==> src/rtl/fifo_rst_seq_pkg.sv <==
// Shared types and width helpers for the FIFO reset sequencer and its timer.
package fifo_rst_seq_pkg;

    typedef enum logic [2:0] {
        ST_ASSERT_ALL = 3'd0,
        ST_RELEASE    = 3'd1,
        ST_WAIT_DONE  = 3'd2,
        ST_SETTLE     = 3'd3,
        ST_RUN        = 3'd4,
        ST_FAULT      = 3'd5
    } rst_seq_state_t;

    // One extra bit over the largest terminal count so the compare never wraps.
    function automatic int cnt_w(input int hold_cycles, input int timeout_cycles);
        int max_v;
        max_v = (hold_cycles > timeout_cycles) ? hold_cycles : timeout_cycles;
        return $clog2(max_v) + 1;
    endfunction

    function automatic int idx_w(input int num_stages);
        return $clog2(num_stages) + 1;
    endfunction

endpackage

==> src/rtl/rst_seq_timer.sv <==
// Loadable saturating up-counter with clear and terminal-count compare,
// shared by the hold, settle and timeout phases of the reset sequencer.
module rst_seq_timer #(
    parameter int W = 4
) (
    input  logic         clk_i,
    input  logic         rst_i,
    input  logic         clr_i,
    input  logic         load_i,
    input  logic [W-1:0] load_val_i,
    input  logic         inc_i,
    input  logic [W-1:0] tc_i,
    output logic         at_tc_o
);

    logic [W-1:0] cnt_q;
    logic [W-1:0] cnt_d;

    // Next count: clear beats load beats increment; increment stops at all-ones.
    always_comb begin
        cnt_d = cnt_q;
        if (clr_i) begin
            cnt_d = {W{1'b0}};
        end else if (load_i) begin
            cnt_d = load_val_i;
        end else if (inc_i && (cnt_q != {W{1'b1}})) begin
            cnt_d = cnt_q + {{(W-1){1'b0}}, 1'b1};
        end else begin
            cnt_d = cnt_q;
        end
    end

    // Counter register with synchronous reset.
    always_ff @(posedge clk_i) begin
        if (rst_i) begin
            cnt_q <= {W{1'b0}};
        end else begin
            cnt_q <= cnt_d;
        end
    end

    assign at_tc_o = (cnt_q >= tc_i);

endmodule

==> src/rtl/fifo_reset_sequencer.sv <==
// Releases per-stage resets in order after the synchronized reset, waiting for
// each stage's init-done before moving on; faults on timeout or loss of done.
module fifo_reset_sequencer
    import fifo_rst_seq_pkg::*;
#(
    parameter  int NUM_STAGES     = 4,
    parameter  int HOLD_CYCLES    = 8,
    parameter  int TIMEOUT_CYCLES = 256,
    localparam int IDX_W          = idx_w(NUM_STAGES),
    localparam int CNT_W          = cnt_w(HOLD_CYCLES, TIMEOUT_CYCLES)
) (
    input  logic                  clock,
    input  logic                  reset,
    input  logic                  soft_reset_req,
    input  logic [NUM_STAGES-1:0] stage_done,
    output logic [NUM_STAGES-1:0] stage_reset,
    output logic                  busy,
    output logic                  all_ready,
    output logic                  fault,
    output logic [IDX_W-1:0]      fault_stage
);

    localparam logic [CNT_W-1:0] HOLD_TC  = CNT_W'(HOLD_CYCLES - 1);
    localparam logic [CNT_W-1:0] TMO_TC   = CNT_W'(TIMEOUT_CYCLES - 1);
    localparam logic [IDX_W-1:0] LAST_IDX = IDX_W'(NUM_STAGES - 1);

    rst_seq_state_t        state_q, state_d;
    logic [IDX_W-1:0]      k_q, k_d;
    logic [NUM_STAGES-1:0] stage_reset_q, stage_reset_d;
    logic [IDX_W-1:0]      fault_stage_q, fault_stage_d;
    logic                  busy_q, busy_d;
    logic                  all_ready_q, all_ready_d;
    logic                  fault_q, fault_d;

    logic                  tmr_clr_s;
    logic                  tmr_inc_s;
    logic [CNT_W-1:0]      tmr_tc_s;
    logic                  tmr_at_tc_s;
    logic                  done_k_s;
    logic                  lost_s;
    logic [IDX_W-1:0]      lost_idx_s;

    rst_seq_timer #(
        .W (CNT_W)
    ) u_timer (
        .clk_i      (clock),
        .rst_i      (reset),
        .clr_i      (tmr_clr_s),
        .load_i     (1'b0),
        .load_val_i ({CNT_W{1'b0}}),
        .inc_i      (tmr_inc_s),
        .tc_i       (tmr_tc_s),
        .at_tc_o    (tmr_at_tc_s)
    );

    // Only WAIT_DONE runs against the timeout; every other timed phase uses the hold length.
    always_comb begin
        tmr_tc_s = HOLD_TC;
        if (state_q == ST_WAIT_DONE) begin
            tmr_tc_s = TMO_TC;
        end else begin
            tmr_tc_s = HOLD_TC;
        end
    end

    // Select done of the current stage and find the lowest released stage that lost done.
    always_comb begin
        done_k_s   = 1'b0;
        lost_s     = 1'b0;
        lost_idx_s = {IDX_W{1'b0}};
        for (int j = NUM_STAGES - 1; j >= 0; j--) begin
            if (IDX_W'(j) == k_q) begin
                done_k_s = stage_done[j];
            end else begin
                done_k_s = done_k_s;
            end
            // Descending scan so the lowest offending index is the one kept.
            if (!stage_done[j] &&
                ((state_q == ST_RUN) ||
                 (((state_q == ST_WAIT_DONE) || (state_q == ST_SETTLE)) && (IDX_W'(j) < k_q)))) begin
                lost_s     = 1'b1;
                lost_idx_s = IDX_W'(j);
            end else begin
                lost_s     = lost_s;
            end
        end
    end

    // Next-state logic: soft request > done loss > timeout > normal progress.
    always_comb begin
        state_d       = state_q;
        k_d           = k_q;
        stage_reset_d = stage_reset_q;
        fault_stage_d = fault_stage_q;
        tmr_clr_s     = 1'b0;
        tmr_inc_s     = 1'b0;
        if (soft_reset_req) begin
            state_d       = ST_ASSERT_ALL;
            k_d           = {IDX_W{1'b0}};
            stage_reset_d = {NUM_STAGES{1'b1}};
            fault_stage_d = {IDX_W{1'b0}};
            tmr_clr_s     = 1'b1;
        end else if (lost_s) begin
            state_d       = ST_FAULT;
            stage_reset_d = {NUM_STAGES{1'b1}};
            fault_stage_d = lost_idx_s;
            tmr_clr_s     = 1'b1;
        end else begin
            case (state_q)
                ST_ASSERT_ALL: begin
                    if (tmr_at_tc_s) begin
                        state_d   = ST_RELEASE;
                        tmr_clr_s = 1'b1;
                    end else begin
                        tmr_inc_s = 1'b1;
                    end
                end
                ST_RELEASE: begin
                    for (int j = 0; j < NUM_STAGES; j++) begin
                        if (IDX_W'(j) == k_q) begin
                            stage_reset_d[j] = 1'b0;
                        end else begin
                            stage_reset_d[j] = stage_reset_q[j];
                        end
                    end
                    state_d   = ST_WAIT_DONE;
                    tmr_clr_s = 1'b1;
                end
                ST_WAIT_DONE: begin
                    if (done_k_s) begin
                        state_d   = ST_SETTLE;
                        tmr_clr_s = 1'b1;
                    end else if (tmr_at_tc_s) begin
                        state_d       = ST_FAULT;
                        stage_reset_d = {NUM_STAGES{1'b1}};
                        fault_stage_d = k_q;
                        tmr_clr_s     = 1'b1;
                    end else begin
                        tmr_inc_s = 1'b1;
                    end
                end
                ST_SETTLE: begin
                    if (tmr_at_tc_s) begin
                        tmr_clr_s = 1'b1;
                        if (k_q == LAST_IDX) begin
                            state_d = ST_RUN;
                        end else begin
                            state_d = ST_RELEASE;
                            k_d     = k_q + {{(IDX_W-1){1'b0}}, 1'b1};
                        end
                    end else begin
                        tmr_inc_s = 1'b1;
                    end
                end
                ST_RUN: begin
                    state_d = ST_RUN;
                end
                ST_FAULT: begin
                    state_d       = ST_FAULT;
                    stage_reset_d = {NUM_STAGES{1'b1}};
                end
                default: begin
                    state_d       = ST_ASSERT_ALL;
                    k_d           = {IDX_W{1'b0}};
                    stage_reset_d = {NUM_STAGES{1'b1}};
                    tmr_clr_s     = 1'b1;
                end
            endcase
        end
    end

    // Status flags follow the state being entered so they register alongside it.
    always_comb begin
        busy_d      = (state_d != ST_RUN) && (state_d != ST_FAULT);
        all_ready_d = (state_d == ST_RUN);
        fault_d     = (state_d == ST_FAULT);
    end

    // State, stage index and output registers with synchronous reset.
    always_ff @(posedge clock) begin
        if (reset) begin
            state_q       <= ST_ASSERT_ALL;
            k_q           <= {IDX_W{1'b0}};
            stage_reset_q <= {NUM_STAGES{1'b1}};
            fault_stage_q <= {IDX_W{1'b0}};
            busy_q        <= 1'b1;
            all_ready_q   <= 1'b0;
            fault_q       <= 1'b0;
        end else begin
            state_q       <= state_d;
            k_q           <= k_d;
            stage_reset_q <= stage_reset_d;
            fault_stage_q <= fault_stage_d;
            busy_q        <= busy_d;
            all_ready_q   <= all_ready_d;
            fault_q       <= fault_d;
        end
    end

    assign stage_reset = stage_reset_q;
    assign fault_stage = fault_stage_q;
    assign busy        = busy_q;
    assign all_ready   = all_ready_q;
    assign fault       = fault_q;

endmodule

==> config.mk <==
export PLATFORM = sky130hd
export DESIGN_NAME = fifo_reset_sequencer
export DESIGN_NICKNAME = d
export VERILOG_FILES = /design/src/rtl/fifo_rst_seq_pkg.sv /design/src/rtl/rst_seq_timer.sv /design/src/rtl/fifo_reset_sequencer.sv
export SDC_FILE = /design/constraint.sdc
export NUM_CORES = 1
export LEC_CHECK = 0
export BUFFER_PORTS_ARGS = -buffer_cell sky130_fd_sc_hd__buf_2
export CORE_ASPECT_RATIO = 0.8
export CORE_UTILIZATION = 35
export CTS_CLUSTER_SIZE = 10
export DETAILED_ROUTE_END_ITERATION = 8
export SLEW_MARGIN = 30
export SYNTH_ARGS = -nofsm -noshare
export SYNTH_HDL_FRONTEND = slang
export SYNTH_HIERARCHICAL = 1
export SYNTH_SLANG_ARGS = --single-unit
==> constraint.sdc <==
create_clock -name clock -period 9.3 [get_ports clock]
set_input_delay 1.86 -clock clock [delete_from_list [all_inputs] [get_ports clock]]
set_output_delay 1.86 -clock clock [all_outputs]
set_load 0.02 [all_outputs]
# Yosys cells after proc, flatten, opt, wreduce, memory -nomap -nowiden
# Cells that the tools add are included.
[word_totals] ff_bits=25 wordCells=125
[op_classes] n_mux=45 n_bitwise=3 n_eq_ne=23 reduce_logical=36 n_addsub=2 order_cmp=5
[ops] op="$mux W3" count=16
[ops] op="$mux W1" count=20
[ops] op="$reduce_and A4 Y1" count=5
[ops] op="$pmux W3 S6" count=1
[ops] op="$ne A2 B2 Y1 const B" count=8
[ops] op="$eq A3 B3 Y1 const B" count=4
[ops] op="$pmux W4 S3" count=1
[ops] op="$logic_and A1 B1 Y1" count=10
[ops] op="$add A9 B1 Y9 const B" count=1
[ops] op="$eq A3 B2 Y1 const B" count=3
[ops] op="$ge A9 B8 Y1" count=1
[ops] op="$ne A9 B9 Y1 const B" count=1
[ops] op="$mux W4" count=2
[ops] op="$mux W8" count=1
[ops] op="$reduce_or A2 Y1" count=4
[ops] op="$eq A2 B3 Y1 const A" count=2
[ops] op="$logic_not A3 Y1" count=2
[ops] op="$lt A1 B3 Y1 const A" count=2
[ops] op="$lt A2 B3 Y1 const A" count=2
[ops] op="$ne A3 B3 Y1 const B" count=2
[ops] op="$pmux W3 S2" count=1
[ops] op="$reduce_or A3 Y1" count=2
[ops] op="$logic_or A1 B1 Y1" count=5
[ops] op="$reduce_or A5 Y1" count=1
[ops] op="other kinds (11)" count=17

# Longest topological paths before layout
# Gate-level depths: netlist of run 1.
[logic_depth] depth_word=13 depth_mapped=14 depth_no_buf=13

# Cells and area by module
# The synthesis of run 1 kept the hierarchy.
[modules_own_cells] mod="fifo_reset_sequencer" seq_area_each_um2=320.3 area_each_um2=1096.1 cells_each=136 n_inst=1
[modules_own_cells] mod="rst_seq_timer" seq_area_each_um2=180.2 area_each_um2=743.2 cells_each=87 n_inst=1

# Worst setup path after synthesis of run 1
# No wires, ideal clock.
[synth_timing] kind="input-to-reg" from="input stage_done[3]" to="register u_timer.cnt_q[3]" path_buffers=1 setup_time_ps=103 t_arrival_ps=3472 path_stages=10 required_ps=9197 path_slack_ps=5725 cell_sequence="inv_1 -> o311a_1 -> o21ai_1 -> nand3_1 -> nor4b_1 -> nor2b_2 -> buf_6 -> nand2_2 -> xor2_1 -> a2111oi_2"
[synth_via] elab_chain_cells=9
[synth_rtl] element="from (decl)" line="fifo_reset_sequencer.sv:15" text="input logic [NUM_STAGES-1:0] stage_done,"
[synth_rtl] element="$mux W1 or $logic_not A1 Y1 (tied branches)" line="fifo_reset_sequencer.sv:72, fifo_reset_sequencer.sv:78"
[synth_rtl] element="$mux W1 or $logic_and A1 B1 Y1 (tied branches)" line="fifo_reset_sequencer.sv:72, fifo_reset_sequencer.sv:78"
[synth_rtl] element="$mux W1, on equally long branches (2 in a row)" line="fifo_reset_sequencer.sv:72, fifo_reset_sequencer.sv:78"
[synth_rtl] element="$mux W1, on equally long branches" line="fifo_reset_sequencer.sv:130, fifo_reset_sequencer.sv:78"
[synth_rtl] element="$pmux W1 S2 or $mux W1 (tied branches)" line="fifo_reset_sequencer.sv:109, fifo_reset_sequencer.sv:78"
[synth_rtl] element="$mux W1 (*)" line="fifo_reset_sequencer.sv:103" text="end else if (lost_s) begin"
[synth_rtl] element="$mux W1 (*)" line="fifo_reset_sequencer.sv:97" text="if (soft_reset_req) begin"
[synth_rtl] element="named net tmr_inc_s" line="fifo_reset_sequencer.sv:36" text="logic tmr_inc_s;"
[synth_rtl] element="$logic_and A1 B1 Y1 (*)" line="rst_seq_timer.sv:26" text="end else if (inc_i && (cnt_q != {W{1'b1}})) begin"
[synth_rtl] element="to (signal assigned)" line="rst_seq_timer.sv:36" text="cnt_q <= {W{1'b0}};"
[synth_rtl] element="to (signal assigned)" line="rst_seq_timer.sv:38" text="cnt_q <= cnt_d;"
[synth_rtl] element="to (decl)" line="rst_seq_timer.sv:16" text="logic [W-1:0] cnt_q;"
# Mark *: on every way through the listed nets, which the timed path passes. The rest lies on a longest branch.
# A chain may end at the register's enable or synchronous reset.

# Final worst setup path of run 1
[layout_timing] from="register state_q[1]" to="register u_timer.cnt_q[3]"
[layout_rtl] element="from (decl)" line="fifo_reset_sequencer.sv:27" text="rst_seq_state_t state_q, state_d;"
[layout_rtl] element="from (signal assigned)" line="fifo_reset_sequencer.sv:190" text="state_q <= state_d;"
[layout_rtl] element="$eq A3 B2 Y1 (*)" line="fifo_reset_sequencer.sv:59" text="if (state_q == ST_WAIT_DONE) begin"
[layout_rtl] element="$mux W8 (*)" line="fifo_reset_sequencer.sv:59"
[layout_rtl] element="named net tmr_tc_s[3]" line="fifo_reset_sequencer.sv:37" text="logic [CNT_W-1:0] tmr_tc_s;"
[layout_rtl] element="$ge A9 B8 Y1 (*)" line="rst_seq_timer.sv:42" text="assign at_tc_o = (cnt_q >= tc_i);"
[layout_rtl] element="named net tmr_at_tc_s" line="fifo_reset_sequencer.sv:38" text="logic tmr_at_tc_s;"
[layout_rtl] element="$mux W1 (*)" line="fifo_reset_sequencer.sv:111, fifo_reset_sequencer.sv:133, fifo_reset_sequencer.sv:143"
[layout_rtl] element="$mux W1" line="fifo_reset_sequencer.sv:130" text="if (done_k_s) begin"
[layout_rtl] element="$pmux W1 S2 (*)" line="fifo_reset_sequencer.sv:109" text="case (state_q)"
[layout_rtl] element="$mux W1 (*)" line="fifo_reset_sequencer.sv:103"
[layout_rtl] element="$mux W1 (*)" line="fifo_reset_sequencer.sv:97"
[layout_rtl] element="named net tmr_inc_s" line="fifo_reset_sequencer.sv:36"
[layout_rtl] element="$logic_and A1 B1 Y1 (*)" line="rst_seq_timer.sv:26"
# Marked as above.

==> run metrics, run 1 <==
status complete, no violations; post-CTS setup buffers 0; clock latency on the worst-skew pair 280 ps; Peak VDD IR 0.0000743 V; post-synthesis simple-gate area fraction 0.266; Clock Pin Slew Worst Setup and Hold Paths 90 ps; max_slew headroom 0.548; antenna violations before repair 0; Starting Density 0.365; detailed router's first-iteration violation count 131; count of final max-slew check failures 0; CP Data Required Time 9470 ps; top cells by area, synth dfxtp_1, ha_1, a21oi_1; Post-synth top flop dfxtp_1; Final nets 269; Yosys top cell by area dfxtp_1; ys async rst share 0; crit path cell chain nand2b_1, nor2_1, inv_1, ha_1, a21o_1, a21oi_1, o21ai_0, a221o_1, nor4b_1, nor2b_2, nand2_2, xor2_1, a2111oi_2; first-pass GRT wire length 6730 um; DRC errors left 0; GRT busiest layer met1; CP Capture Type flip-flop; Buffers & Inverters on Critical Path 1; wire length per cell 12.9 um; Crit path arrival time 4070 ps; Hold Crit Class reg2reg; Detail Placement HPWL 3120 um; Avg Inst Size Synth 8.25 um2; Mapped Area 1840 um2; Crit path max-delay family simple AND/OR/NAND/NOR gates; Die Span X 83.1 um; Final TNS setup 0 ps; proportion of layout cells with a drive suffix above 1 0.154; final-report hold violation count 0; n_diodes 0; Static Leakage 0.795 nW; total CTS buffers 3; CTS max path bufs 2; Std-Cell Rows 23; Synth top area share 0.272; Placed Instance Area 1970 um2; crit path kind reg2reg; Area Overhead vs Synth 9.66%; CP max FO 13; met1 Use GR 0.243; met3 global-route usage 0.0310; CTS tree yes; FF+latch count, synth 25; Sink Count 25; routing usage on met2 0.200; Synth cell types 64; Pwr Density 115 nW/um2; Core Area 5040 um2; multiplexer share of the synthesized area 0.0218; complex-gate fraction of the synthesized area 0.228; Port Buf Inserts 16; vias in the first global route 1359; largest net degree at the start of global routing 17; most common cell after layout, fill and taps aside dfxtp_1; Final Setup Violations 0; max incr delay on CP 610 ps; number of flops mapped to enable cells by yosys 0; fin area 2020 um2; I/O pin cnt 17; total global-route track usage 0.153; nature of the critical path startpoint flip-flop; # Max-Cap Violations 0; dpl cells 305; drt first pass iters 4; Via density 5.24; die height 66.8 um; Mapped Cells 223; RSZ-0062 raised after global routing no; main combinational cell family by area after synthesis simple AND/OR/NAND/NOR gates; Root Driver clkbuf_8; Cell Count, Final, Fillers Out 309; YS warnings 6; hold_buf cts 0; critical path's slowest cell dfxtp_1; clock skew 12.5 ps; Least-Margin Pin Slew 676 ps; Peak Freq 256 MHz; vias post-DR 1618; CTS resizes 0; post-synthesis adder-cell area fraction 0.0952; fin crit share 0.419; min cycle time layout 3900 ps; register area share after synthesis 0.272; most frequent cells in the layout dfxtp_1, inv_1, a21oi_1, buf_2, o21ai_0; final wirelength 3990 um; Final ANT Viol Nets 0; htree depth 1; post-synthesis xor/xnor area fraction 0.0333; die area 5550 um2; RD Place Congestion 0.886; gr ovfl total 0
## through the flow
stage                      util  hold WS [ps]  worst slack [ps]  total power [mW]
after global placement    0.391           503              5390             0.164
after CTS                 0.400           516              5390             0.237
after floorplan               -           549              5720             0.156
after detailed placement  0.391           502              5270             0.165
after global routing      0.400           558              5020             0.250
final                     0.400           509              5400             0.232
## kinds of logic (layout without fill, tap and decap cells)
group / count (synthesis) / after routing
AOI/OAI and AO/OA: 61 / 61
other: 2 / 14
muxes: 4 / 4
xor gates and xnor gates: 7 / 7
DFF: 25 / 25
and+or+nand+nor: 83 / 83
adders and majority gates: 14 / 14
buffers and inverters: 27 / 39
## flip-flops by register name, summed over array words and instances, names as in the netlist
signal	flops
busy	1
fault	1
u_timer/cnt_q	9
fault_stage	3
k_q	3
stage_reset	4
all_ready	1
state_q	3
## final cells by class
class                           count  area (um2)
Clock buffer                        3        41.3
Clock inverter                      1        8.76
Fill cell                         515        3020
Inverter                           19        71.3
Multi-Input combinational cell    183        1240
Sequential cell                    25         500
Tap cell                           62        77.6
Timing Repair Buffer               16        80.1
## worst paths after layout
check | start | end | slack (ps) | cells after the start
hold reg to reg | stage_reset[2]$_SDFFE_PP1P_ | stage_reset[2]$_SDFFE_PP1P_ | 510 | 2
hold / removal | stage_reset[2]$_SDFFE_PP1P_ | stage_reset[2]$_SDFFE_PP1P_ | 510 | 2
setup reg to reg | state_q[1]$_SDFF_PP0_ | u_timer/cnt_q[3]$_SDFFE_PP0P_ | 5400 | 13
setup / recovery | state_q[1]$_SDFF_PP0_ | u_timer/cnt_q[3]$_SDFFE_PP0P_ | 5400 | 13
## per-layer routing
layer	share of wire	wire length, um
met1	0.55	2190
met2	0.38	1510
met3	0.070	279
met4	0.0048	19
met5	0	0
## Yosys cell counts (all sizes together), types with 4 or more instances
cell type,count
and3,5
nand2,14
nand3,11
nor2,12
or3,4
xor2,5
o21ai,17
dfxtp,25
inv,19
a21oi,17
mux2i,4
ha,14
and2,6
buf,6
nand4,5
nor2b,6
## power by group
group	total (mW)	switching (mW)	internal (mW)
Clock	0.0695	0.0381	0.0314
Combinational	0.0471	0.0286	0.0185
Sequential	0.116	0.00527	0.111
Total	0.232	0.0719	0.161
## worst min-delay path: stages (launching register included)
cell	delay (ps)
dfxtp_1	320
o311ai_0	70
nand3_1	70
No activity file was read; power rests on OpenSTA's default activity.
==> run 2, diff against run 1 <==
--- a/config.mk
+++ b/config.mk
@@ -5,6 +5,7 @@
 export SDC_FILE = /design/constraint.sdc
 export NUM_CORES = 1
 export LEC_CHECK = 0
+export ABC_AREA = 1
 export BUFFER_PORTS_ARGS = -buffer_cell sky130_fd_sc_hd__buf_2
 export CORE_ASPECT_RATIO = 0.8
 export CORE_UTILIZATION = 35
==> constraint.sdc (replaced) <==
create_clock -name clock -period 3.7 [get_ports clock]
set_input_delay 0.74 -clock clock [delete_from_list [all_inputs] [get_ports clock]]
set_output_delay 0.74 -clock clock [all_outputs]
set_load 0.02 [all_outputs]
==> run 2 against run 1 <==
  * Sequential power rose by 150%
  * Non-clock buffer count is the same
  * Critical path depth is 1 higher
  * Register-to-register slack worse by 4600 ps
  * Area after synthesis about the same
  * Clock power rose to 2.6 times the previous value
  * Worst setup slack worse by 4600 ps
  * Critical path type unchanged
==> run metrics, run 2 <==
RSZ-0062 raised after global routing no; vias in the first global route 1564 (+15%); switching share of power 0.322 (+0.0131); gr ovfl total 0 (unchanged); worst flop-to-flop path endpoint k_q[1]$_SDFFE_PP0P_; Detail Placement HPWL 3180 um (+2.0%); Core Area 5040 um2 (unchanged); max incr delay on CP 500 ps (-110 ps); post-CTS setup buffers 0 (unchanged); Yosys top cell by area dfxtp_1; CP Data Required Time 3870 ps (-5600 ps); leading cell types by count after synthesis nand2_1, inv_1, dfxtp_1, nand3_1, nor2_1; Least-Margin Pin Slew 517 ps (-159 ps); most common cell after layout, fill and taps aside nand2_1; Final Setup Violations 0 (unchanged); min-delay src stage_reset[2]$_SDFFE_PP1P_; register area share after synthesis 0.272 (about the same); critical path depth in cells 14 (+1); hold_ws 455 ps (-53.5 ps); CTS resizes 0 (unchanged); clock skew 5.85 ps (-6.69 ps); vias post-DR 1740 (+7.5%); total CTS buffers 3 (unchanged); detailed router's first-iteration violation count 113 (-14%); crit path cell chain inv_2, nand2_4, nor2_2, inv_1, ha_1, nand3_1, o21ai_0, o21ai_1, nand2_1, nand2_1, a211oi_1, nand2_1, nand2_1, a21oi_1; worst r2r src state_q[2]$_SDFF_PP0_; Cell Count, Final, Fillers Out 365 (+18%); max_slew headroom 0.653 (+0.105); Mapped Area 1840 um2 (about the same); I/O pin cnt 17 (unchanged); FF+latch count, synth 25 (unchanged); # Max-Cap Violations 0 (unchanged); Die Span X 83.0 um (about the same); Mapped Cells 275 (+23%); sequential power share 0.487 (-0.011); CP most frequent cell nand2_1; wire length per cell 10.9 um (-15%); Peak VDD IR 0.000213 V (+190%); CP max FO 9 (-4); Synth cell types 36 (-44%); Buffers & Inverters on Critical Path 2 (+1); Port Buf Inserts 16 (unchanged); Peak Freq 347 MHz (+35%); first-pass GRT wire length 7140 um (+6.0%); worst-case reg-to-reg path depth 14 (+1); hold_buf cts 0 (unchanged); final wirelength 4000 um (+0.13%); count of final max-slew check failures 0 (unchanged); CTS tree yes; Top reg by flops u_timer/cnt_q; most frequent cells in the layout nand2_1, inv_1, dfxtp_1; DRC errors left 0 (unchanged); clock latency on the worst-skew pair 280 ps (about the same); critical path's slowest cell a211oi_1; cell with the most instances after synthesis nand2_1; clock power share 0.301 (+0.002); Final TNS setup 0 ps (unchanged); drt first pass iters 4 (unchanged); number of flops mapped to enable cells by yosys 0 (unchanged); Post-synth top flop dfxtp_1; Std-Cell Rows 23 (unchanged); largest net degree at the start of global routing 17 (unchanged); RD Place Congestion 0.948 (+7.0%); crit path kind reg2reg; Starting Density 0.365 (about the same); dpl cells 361 (+18%); proportion of layout cells with a drive suffix above 1 0.152 (-0.00203); min cycle time layout 2880 ps (-1020 ps); Crit path max-delay family simple AND/OR/NAND/NOR gates; die height 66.8 um (about the same); die area 5550 um2 (about the same); CTS max path bufs 2 (unchanged); Crit path arrival time 3050 ps (-1020 ps); Final ANT Viol Nets 0 (unchanged); n_diodes 0 (unchanged); Clock Pin Slew Worst Setup and Hold Paths 100 ps (about the same); Comb power frac 0.212 (+0.009); Final nets 325 (+21%); total global-route track usage 0.159 (+0.00605); Psw 0.191 mW (+170%); setup slack, reg-to-reg 820 ps (-4580 ps); final-report hold violation count 0 (unchanged); worst setup path start state_q[2]$_SDFF_PP0_; Hold Crit Class reg2reg; status complete, no violations; max reg flops 9 (unchanged); Synth top area share 0.272 (about the same); htree depth 1 (unchanged); antenna violations before repair 0 (unchanged); critical path endpoint k_q[1]$_SDFFE_PP0P_; Static Leakage 0.941 nW (+18%); YS warnings 6 (unchanged); nature of the critical path startpoint flip-flop; CP Capture Type flip-flop; fin crit share 0.779 (+0.359); Avg Inst Size Synth 6.68 um2 (-19%); Pwr Density 288 nW/um2 (+150%); Via density 4.77 (-9.0%); internal cell power 0.401 mW (+150%); Sink Count 25 (unchanged); Area Overhead vs Synth 11.9%; ys async rst share 0 (unchanged); Root Driver clkbuf_8; top cells by area, synth dfxtp_1, nand2_1, ha_1
-- run 2: changes by cell type after synthesis, sizes merged, moves of 4 or more --
cell	change
nor2b	-6
nor2	+16
nand2	+59
o21ai	+4
xor2	-4
inv	+21
nand3	+15
or3	-4
and2	-6
mux2i	-4
and3	-5
-- run 2: per-layer routing --
| layer | wire (um) | part of all wire | GRT usage |
|---|---|---|---|
| met1 | 2230 | 0.56 | 0.236 |
| met3 | 136 | 0.034 | 0.0260 |
| met2 | 1590 | 0.40 | 0.237 |
| met5 | 0 | 0 | 0 |
| met4 | 43 | 0.011 | 0.0388 |
-- run 2: power groups by stage --
stage,logic [mW],clock network (mW),registers (mW)
2_1_floorplan,0.105,0,0.291
3_3_place_gp,0.124,0,0.295
3_5_place_dp,0.124,0,0.295
4_1_cts,0.125,0.190,0.288
5_1_grt,0.145,0.199,0.290
6_report,0.126,0.178,0.288
-- run 2: kinds of logic after synthesis --
kind of cell,synth area share
xor+xnor,0.00477
other cells,0.00409
simple gates,0.349
flops,0.272
buf+inv,0.105
fa+ha+maj,0.0953
compound gates,0.170
-- run 2: tightest hold or removal path, stage by stage (launching register included) --
cell and delay, ps:
dfxtp_1 320, nand2_1 60, nand2_1 40
-- run 2: worst min path at each step --
| stage | end | slack (ps) | cells after the start |
|---|---|---|---|
| 2_1_floorplan | u_timer/cnt_q[0]$_SDFFE_PP0P_ | 480 | 2 |
| 5_1_grt | stage_reset[2]$_SDFFE_PP1P_ | 470 | 2 |
| 3_5_place_dp | stage_reset[2]$_SDFFE_PP1P_ | 440 | 2 |
| 3_3_place_gp | stage_reset[2]$_SDFFE_PP1P_ | 440 | 2 |
| 4_1_cts | stage_reset[2]$_SDFFE_PP1P_ | 460 | 2 |
| 6_report | stage_reset[2]$_SDFFE_PP1P_ | 460 | 2 |
-- run 2: area by class of cell --
type / count / area, um2
well taps: 62 / 77.6
repair buffers: 16 / 80.1
clock buffers: 3 / 41.3
inverters: 41 / 159
clock inverters: 1 / 8.76
fillers: 528 / 2980
flip-flops and latches: 25 / 500
multi-input cells: 217 / 1190
-- run 2: stage by stage --
step	power [mW]	setup slack [ps]	util	instance area, um2
floorplan	0.396	1100	-	1880
global placement	0.419	955	0.399	2010
detailed placement	0.418	855	0.399	2010
CTS	0.603	839	0.408	2060
global route	0.634	415	0.408	2060
finish	0.593	819	0.408	2060
==> run 3, diff against run 2 <==
==> constraint.sdc (replaced) <==
create_clock -name clock -period 2.6 [get_ports clock]
set_input_delay 0.52 -clock clock [delete_from_list [all_inputs] [get_ports clock]]
set_output_delay 0.52 -clock clock [all_outputs]
set_load 0.02 [all_outputs]
==> run 3 against run 2 <==
  * Non-clock buffer count increased by 12
  * Final area increased by 7.4%
  * Worst setup slack got worse by 720 ps
  * First-iteration DRC count increased by 7.1%
  * Cell count increased by 3.3%
  * Highest routed layer unchanged
==> run metrics, run 3 (same netlist as run 2, synthesis figures left out) <==
nature of the critical path startpoint flip-flop; worst r2r src state_q[2]$_SDFF_PP0_; drt first pass iters 4 (unchanged); Core Area 5040 um2 (unchanged); largest net degree at the start of global routing 17 (unchanged); CP Data Required Time 2820 ps (-1050 ps); Peak VDD IR 0.000198 V (-7.0%); die height 66.8 um (unchanged); Hold Crit Class in2reg; Comb power frac 0.242 (+0.030); Via density 4.89 (+2.6%); final core utilization 0.439 (+0.0303); crit path kind reg2reg; CP max FO 6 (-3); final-report hold violation count 0 (unchanged); Area Overhead vs Synth 20.2%; die area 5550 um2 (unchanged); max reg flops 9 (unchanged); Reg area 502 um2 (+0.25%); vias post-DR 1844 (+6.0%); clock skew 4.82 ps (-1.03 ps); most common cell after layout, fill and taps aside nand2_1; Static Leakage 1.00 nW (+6.5%); dpl ws 52.7 ps (-803 ps); # Max-Cap Violations 0 (unchanged); wire length per cell 11.7 um (+7.1%); antenna violations before repair 0 (unchanged); fin crit share 0.960 (+0.182); Die Span X 83.0 um (unchanged); DRC errors left 0 (unchanged); Final ANT Viol Nets 0 (unchanged); switching share of power 0.329 (+0.00696); Sink Count 25 (unchanged); Root Driver clkbuf_8; Final WS setup 103 ps (-716 ps); I/O pin cnt 17 (unchanged); clock latency on the worst-skew pair 280 ps (about the same); final wirelength 4420 um (+11%); CTS tree yes; gr ovfl total 0 (unchanged); CTS max path bufs 2 (unchanged); Detail Placement HPWL 3340 um (+5.1%); sequential power share 0.466 (-0.021); Fillers 499 (-5.5%); min-delay src reset; min cycle time layout 2500 ps (-384 ps); Crit path arrival time 2720 ps (-330 ps); total global-route track usage 0.166 (+0.00679); Starting Density 0.365 (unchanged); Psw 0.290 mW (+52%); clock power share 0.292 (-0.009); count of final max-slew check failures 0 (unchanged); worst setup path start state_q[2]$_SDFF_PP0_; Final Setup Violations 0 (unchanged); area of the multi-input gates 1250 um2 (+4.8%); n_diodes 0 (unchanged); Peak Freq 401 MHz (+15%); htree depth 1 (unchanged); Placed Instance Area 2060 um2 (+2.6%); Final TNS setup 0 ps (unchanged); CP Capture Type flip-flop; status complete, no violations; Final nets 337 (+3.7%); internal cell power 0.590 mW (+47%); Std-Cell Rows 23 (unchanged); total CTS buffers 3 (unchanged); Port Buf Inserts 16 (unchanged); detailed router's first-iteration violation count 121 (+7.1%); Top reg by flops u_timer/cnt_q; RD Place Congestion 0.874 (-7.8%); vias in the first global route 1582 (+1.2%); most frequent cells in the layout nand2_1, inv_1, dfxtp_1; proportion of layout cells with a drive suffix above 1 0.213 (+0.0609); first-pass GRT wire length 7360 um (+3.0%); Pwr Density 398 nW/um2 (+38%); fin area 2210 um2 (+7.4%); Clock Pin Slew Worst Setup and Hold Paths 100 ps (about the same)
[run 3: area by class of cell]
type                            instances  area share
Clock inverter                          1     0.00396
Inverter                               41      0.0719
Clock buffer                            3      0.0187
Sequential cell                        25       0.227
Timing Repair Buffer                   28      0.0787
Tap cell                               62      0.0351
Multi-Input combinational cell        217       0.565
[run 3: repair_timing]
action,in CTS,in global routing
gates resized for setup,0,12
hold buffers,0,0
setup buffers,0,5
setup endpoints to repair,0,19
[run 3: power by group through the flow]
stage | Sequential [mW] | Clock [mW] | Combinational, mW
global placement | 0.418 | 0 | 0.188
global route | 0.413 | 0.277 | 0.243
finish | 0.410 | 0.257 | 0.213
CTS | 0.409 | 0.272 | 0.190
detailed placement | 0.418 | 0 | 0.188
floorplan | 0.414 | 0 | 0.149
[run 3: routing by layer]
layer  part of all wire  track usage  vias up
met1               0.54        0.244      833
li1                   -            -      968
met5                  0            0        -
met3              0.048       0.0359        2
met2               0.40        0.239       41
met4             0.0059       0.0474        0
[run 3: critical path, cell delays in order (launching register included)]
cell	delay, ps
dfxtp_1	330
inv_2	100
nand2_4	90
nor2_4	160
inv_1	90
ha_4	260
a21oi_2	110
o21ai_0	100
o21ai_1	180
nand2_2	90
inv_2	60
nand3_1	80
a211oi_2	220
nand2_4	150
nor2_8	170
nand3_1	90
a21oi_1	140
[run 3: through the flow]
step / hold WS (ps) / cells / power, mW
2_1_floorplan: 482 / 287 / 0.563
3_3_place_gp: 440 / 368 / 0.606
3_5_place_dp: 441 / 368 / 0.606
4_1_cts: 429 / 372 / 0.872
5_1_grt: 443 / 377 / 0.933
6_report: 441 / 377 / 0.880
[run 3: worst paths after layout]
check / to / slack [ps] / depth (start not counted)
setup / recovery: u_timer/cnt_q[6]$_SDFFE_PP0P_ / 100 / 16
hold / removal: state_q[1]$_SDFF_PP0_ / 440 / 2
setup reg to reg: u_timer/cnt_q[6]$_SDFFE_PP0P_ / 100 / 16
hold reg to reg: stage_reset[2]$_SDFFE_PP1P_ / 460 / 2
